File: config.mk
export PLATFORM = sky130hd
export DESIGN_NAME = fifo_stream_reader
export DESIGN_NICKNAME = d
export VERILOG_FILES = /design/src/rtl/fifo_stream_reader.sv
export SDC_FILE = /design/constraint.sdc
export NUM_CORES = 1
export LEC_CHECK = 0
export CORE_UTILIZATION = 35
export DETAILED_ROUTE_END_ITERATION = 8
export GPL_ROUTABILITY_DRIVEN = 0
export PLACE_DENSITY = 0.65
export SYNTH_ARGS = -nofsm -noshare
export SYNTH_HDL_FRONTEND = slang
export SYNTH_SLANG_ARGS = --single-unit
File: constraint.sdc
create_clock -name clk -period 1.6 [get_ports clk]
set_clock_uncertainty 0.15 [all_clocks]
set_input_delay 0.32 -clock clk [delete_from_list [all_inputs] [get_ports clk]]
set_output_delay 0.32 -clock clk [all_outputs]
set_load 0.01 [all_outputs]
File: src/rtl/fifo_stream_reader.sv
// Pops a registered-read FIFO and re-presents its words as a valid/ready stream via a 2-entry skid buffer.
// Optional m_last framing output is enabled by defining FIFO_STREAM_READER_LAST_EN.
module fifo_stream_reader #(
    parameter int unsigned WIDTH       = 4,
    parameter int unsigned COUNT_WIDTH = 32
`ifdef FIFO_STREAM_READER_LAST_EN
    ,
    parameter int unsigned FRAME_LEN   = 16
`endif
) (
    input  logic                   clk,
    input  logic                   rst,
    input  logic [WIDTH-1:0]       fifo_q,
    input  logic                   fifo_empty,
    output logic                   fifo_pop,
    output logic [WIDTH-1:0]       m_data,
    output logic                   m_valid,
    input  logic                   m_ready,
`ifdef FIFO_STREAM_READER_LAST_EN
    output logic                   m_last,
`endif
    output logic [COUNT_WIDTH-1:0] word_count
);

    typedef enum logic [1:0] {
        OCC_0 = 2'd0,
        OCC_1 = 2'd1,
        OCC_2 = 2'd2
    } occ_t;

    occ_t                   occ, occ_next;
    logic                   pend;
    logic [WIDTH-1:0]       buf0, buf0_next;
    logic [WIDTH-1:0]       buf1, buf1_next;
    logic [COUNT_WIDTH-1:0] word_count_next;
    logic                   take;
    logic [1:0]             occ_after_take;
    logic [1:0]             level;

    assign m_valid = (occ != OCC_0);
    assign m_data  = buf0;

    always_ff @(posedge clk) begin
        if (rst) begin
            occ        <= OCC_0;
            pend       <= 1'b0;
            buf0       <= '0;
            buf1       <= '0;
            word_count <= '0;
        end else begin
            occ        <= occ_next;
            pend       <= fifo_pop;
            buf0       <= buf0_next;
            buf1       <= buf1_next;
            word_count <= word_count_next;
        end
    end

    // Occupancy bookkeeping: take frees the head, the in-flight word lands in the first free slot.
    always_comb begin
        occ_next        = occ;
        buf0_next       = buf0;
        buf1_next       = buf1;
        word_count_next = word_count;
        take            = 1'b0;
        occ_after_take  = 2'(occ);
        level           = 2'(occ);
        fifo_pop        = 1'b0;

        take           = m_valid && m_ready;
        occ_after_take = 2'(occ) - 2'(take);
        level          = occ_after_take + 2'(pend);
        fifo_pop       = !rst && !fifo_empty && (level < 2'd2);

        if (take) begin
            buf0_next       = buf1;
            word_count_next = word_count + COUNT_WIDTH'(1);
        end

        if (pend) begin
            if (occ_after_take == 2'd0) begin
                buf0_next = fifo_q;
            end else begin
                buf1_next = fifo_q;
            end
        end

        case (level)
            2'd0:    occ_next = OCC_0;
            2'd1:    occ_next = OCC_1;
            default: occ_next = OCC_2;
        endcase
    end

`ifdef FIFO_STREAM_READER_LAST_EN
    localparam int unsigned FRAME_W = (FRAME_LEN > 1) ? $clog2(FRAME_LEN) : 1;

    logic [FRAME_W-1:0] frame_cnt, frame_cnt_next;

    assign m_last = m_valid && (frame_cnt == FRAME_W'(FRAME_LEN - 1));

    always_ff @(posedge clk) begin
        if (rst) begin
            frame_cnt <= '0;
        end else begin
            frame_cnt <= frame_cnt_next;
        end
    end

    // Position within the frame advances per delivered word and restarts after the last one.
    always_comb begin
        frame_cnt_next = frame_cnt;
        if (take) begin
            frame_cnt_next = m_last ? '0 : frame_cnt + FRAME_W'(1);
        end
    end
`endif

endmodule

* Word-level counts from Yosys, hierarchy flattened
Cells that the tools add are included.
** Operators by class
- Add/sub/neg operators :: 3
- Multipliers :: 0
- Div/mod/pow operators :: 0
- Order comparisons :: 1
- Eq/ne operators :: 1
- Shifts and indexed selects :: 0
- Multiplexer cells :: 4
- Bitwise logic cells :: 1
- Reductions and logical operators :: 9
** Operators with widths (count)
- $add 32x1->32 const B :: 1
- $mux 4 :: 3
- $logic_not 2->1 :: 2
- $pmux 2 s2 :: 1
- $logic_and 1x1->1 :: 3
- $add 2x1->2 :: 1
- $eq 2x1->1 const B :: 1
- $logic_not 1->1 :: 2
- $lt 2x2->1 const B :: 1
- $reduce_and 2->1 :: 1
- $reduce_bool 2->1 :: 1
- $sub 2x1->2 :: 1
- $not 1->1 :: 1
** Word-level totals
- Bits in registers :: 43
- Latch bits :: 0
- Bits in writable memories :: 0
- ROM bits :: 0
- Bits of input ports :: 8
- Output and inout port bits :: 38
- Logic and storage cells :: 24
- Memories :: 0

* Depth between registers and ports, before layout
- Depth after elaboration :: 6
- Depth in mapped cells :: 6

* Least setup slack after synthesis
No wires, ideal clock.
- Path kind :: reg2reg
- From :: register word_count[7]
- To :: register word_count[28]
- Arrival time :: 1623 ps
- Data required time :: 1379 ps
- Setup slack :: -243 ps
- Stages on the path, launching flop included :: 6
- Cell sequence :: dfxtp_1 -> nand4_2 -> nor4_4 -> nand4_1 -> or3_1 -> a21oi_1
** On the way
- Cells in the longest elaborated chain, start to end :: 1
** Ends and longest elaborated chain
- from (decl) :: line 22 : output logic [COUNT_WIDTH-1:0] word_count
- from (signal assigned) :: line 55 : word_count <= word_count_next;
- $add 32x1->32 :: line 77 : word_count_next = word_count + COUNT_WIDTH'(1);
Every way passes these cells.
A chain may end at the register's enable or synchronous reset.

* Final worst setup path
- From :: input port m_ready
- To :: output port fifo_pop
** On the way
- Cells in the longest elaborated chain, start to end :: 5
** Ends and longest elaborated chain
- from (decl) :: line 18 : input logic m_ready,
- $logic_and 1x1->1 :: line 70 : take = m_valid && m_ready;
- $sub 2x1->2 :: line 71 : occ_after_take = 2'(occ) - 2'(take);
- $add 2x1->2 :: line 72 : level = occ_after_take + 2'(pend);
- $lt 2x2->1 :: line 73 : fifo_pop = !rst && !fifo_empty && (level < 2'd2);
- $logic_and 1x1->1 :: line 73
- to (decl) :: line 15 : output logic fifo_pop,
Every way passes these cells.

==> results.py <==
metrics = {
    "layout": {
        "syn2layout_area_growth_pct": 70.2,
        "seq_area_um2": 898,
        "n_fill_cell": 459,
        "drive_gt1_frac": 0.401,
        "final_common_cell": "buf_4",
        "final_cell_mix": "buf_4 (59), nor2_1 (44), dlygate4sd2_1 (37)",
        "nNetsFinal": 338,
        "final_cell_count_no_fill": 399,
        "fin_area_um2": 3310,
        "diodes": 0,
        "multi_input_area_um2": 1240,
    },
    "yosys": {
        "ys_seq_area_frac": 0.443,
        "synth_seq_cells": 43,
        "synth_cells": 213,
        "synth_area_um2": 1940,
        "synth_cell_types": 34,
        "synthesis.nets": 223,
        "ys_warn_count": 0,
        "syn_avg_cell_area_um2": 9.12,
    },
    "die": {
        "die_y_um": 76.5,
        "pin_count": 46,
        "start_util": 0.371,
        "die_area_um2": 5850,
        "die_x_um": 76.5,
        "num_rows": 26,
        "core-area_um2": 5240,
    },
    "place": {
        "port_buffers": 45,
        "postPlaceCellArea_um2": 2960,
        "dp.cells": 380,
        "hpwl_um": 3490,
    },
    "worst_setup_path": {
        "path_max_fanout": 3,
        "worst-setup-path-type": "in -> out",
        "arrival_ps": 1550,
        "cp_slowest_cell": "dlygate4sd2_1",
        "crit_path_end_kind": "output pin",
        "max_stage_delay_ps": 260,
        "startpoint_type": "input port",
        "crit_chain": "dlygate4sd2_1 -> nor2b_2 -> a21o_1 -> ha_2 -> xnor2_2 -> nor3b_2 -> buf_2",
        "crit_required_ps": 1130,
    },
    "grt": {
        "grt_pass1_vias": 1958,
        "grt_max_degree": 44,
        "grt_pass1_wl_um": 8440,
        "antenna_found_initial": 0,
        "grt.total_usage": 0.178,
        "grt-ovfl-total": 0,
    },
    "routing": {
        "drt_first_pass_iters": 4,
        "ant_nets": 0,
        "drc": 0,
        "routed_via_density": 4.96,
        "via_count": 1980,
        "wire_per_inst_um": 12.8,
        "routed_wl_um": 5120,
        "drt_iter0_markers": 129,
    },
    "cts": {
        "cts.clk_slew.worst_paths_ps": 80,
        "cts_tree": "done",
        "clockRootBuffer": "clkbuf_8",
        "cts_sinks": 43,
        "holdBufCountCts": 0,
        "htreeDepth": 2,
        "clock_path_buffers": 2,
        "clock_latency_ps": 290,
        "cts_buffers": 5,
    },
    "pwr": {
        "peakVddDrop_mv": 0.421,
        "p_leak_uw": 0.00160,
        "powerDensity_nw_per_um2": 620,
    },
    "sta": {
        "period_needed_ps": 2020,
        "max_freq_mhz": 494,
        "max_slew_margin": 0.692,
        "worst_slew_pin_slew_ps": 461,
        "final_hold_viol_count": 0,
        "slew_violations": 0,
        "timing.final.crit_share": 1.27,
        "rsz0062_at_grt": "true",
        "setup_slack_ps": -424,
        "setup-violations-final": 31,
    },
    "hold_path": {
        "min_path_type": "reg -> reg",
    },
    "flow_run": {
        "cap_violations": 0,
    },
    "outcome": {
        "status": "complete, but fails checks",
        "violations": "negative setup slack",
    },
}
flip-flops by register name, indices dropped and copies added (netlist names):
signal	flops
buf1	4
m_data	4
occ	2
pend	1
word_count	32
power breakdown:
part / switching [uW] / internal [uW]
clock: 371 / 465
sequential: 9.23 / 1070
combinational: 65.0 / 64.8
per-stage QoR:
stage | setup TNS [ps] | setup slack, ps | utilization | power (uW) | hold WS [ps]
final | -4430 | -424 | 0.631 | 2050 | 354
after CTS | -2650 | -451 | 0.608 | 2070 | 345
after floorplan | -456 | -111 | - | 1170 | 246
after global routing | -6750 | -493 | 0.631 | 2120 | 394
after global placement | -17480 | -991 | 0.565 | 1240 | 325
after detailed placement | -20110 | -1110 | 0.565 | 1240 | 333
cell type report:
cell class | count | share of cell area
multi-input cells | 162 | 0.376
clock inverters | 3 | 0.0132
clock buffers | 5 | 0.0208
repair buffers | 114 | 0.289
inverters | 2 | 0.00227
flip-flops and latches | 43 | 0.272
well taps | 70 | 0.0265
synth_stat cells:
library cell | number | share of area
nand2_1 | 11 | 0.021
and3b_1 | 1 | 0.0045
o21ai_1 | 1 | 0.0026
and4_1 | 1 | 0.0045
or3_1 | 3 | 0.0097
nor3_1 | 2 | 0.0052
ha_1 | 2 | 0.013
nand4_2 | 2 | 0.013
o211ai_4 | 1 | 0.011
dfxtp_1 | 43 | 0.44
xnor2_1 | 13 | 0.059
nor4_2 | 1 | 0.0064
buf_1 | 1 | 0.0019
inv_1 | 2 | 0.0039
nand3_1 | 8 | 0.021
a211oi_1 | 4 | 0.015
nor2_1 | 45 | 0.087
a21o_1 | 1 | 0.0039
nor3_4 | 1 | 0.0084
or2_2 | 1 | 0.0032
nor4_4 | 1 | 0.011
mux2i_1 | 9 | 0.046
nor3b_1 | 2 | 0.0077
nand4b_1 | 2 | 0.0090
nor2b_1 | 3 | 0.0097
xor2_1 | 16 | 0.072
a21oi_1 | 3 | 0.0077
nand3_2 | 1 | 0.0052
and3_1 | 6 | 0.019
nand4_1 | 12 | 0.039
o21ai_0 | 3 | 0.0077
clkbuf_1 | 5 | 0.0097
and2_1 | 2 | 0.0064
nor4_1 | 4 | 0.013
worst paths after layout:
kind	from	endpoint	slack (ps)	depth (start not counted)
setup / recovery	m_ready	fifo_pop	-420	7
hold / removal	buf1[2]	buf1[2]	350	2
setup reg to reg	occ[0]	word_count[31]	-250	7
hold reg to reg	buf1[2]	buf1[2]	350	2
critical path: cells and delay by family:
| family | cells | cell delay, ps |
|---|---|---|
| AND/OR/NAND/NOR | 2 | 350 |
| AO/OA/AOI/OAI | 1 | 180 |
| adder cells (fa/ha/maj) | 1 | 180 |
| buffers and inverters | 2 | 410 |
| XOR/XNOR | 1 | 130 |
cell families after synthesis:
logic type,after synthesis,share of synthesized area
compound gates,13,0.0483
xor+xnor,29,0.131
simple gates,109,0.303
buf+inv,8,0.0155
mux,9,0.0464
fa+ha+maj,2,0.0129
flops,43,0.443
routing by layer:
metal	vias to the layer above	track usage	part of all wire	routed length [um]
met3	7	0.0515	0.059	303
met4	0	0.0577	0.012	61
met5	-	0	0	0
met1	943	0.199	0.41	2120
met2	60	0.322	0.52	2640
li1	970	-	-	-
repair_timing:
action                     4_1_cts  5_1_grt
pin swaps                        7       15
setup endpoints to repair       74       30
buffers inserted                 8        4
gates resized for setup         72       17
Power figures use the tool's default switching activity.
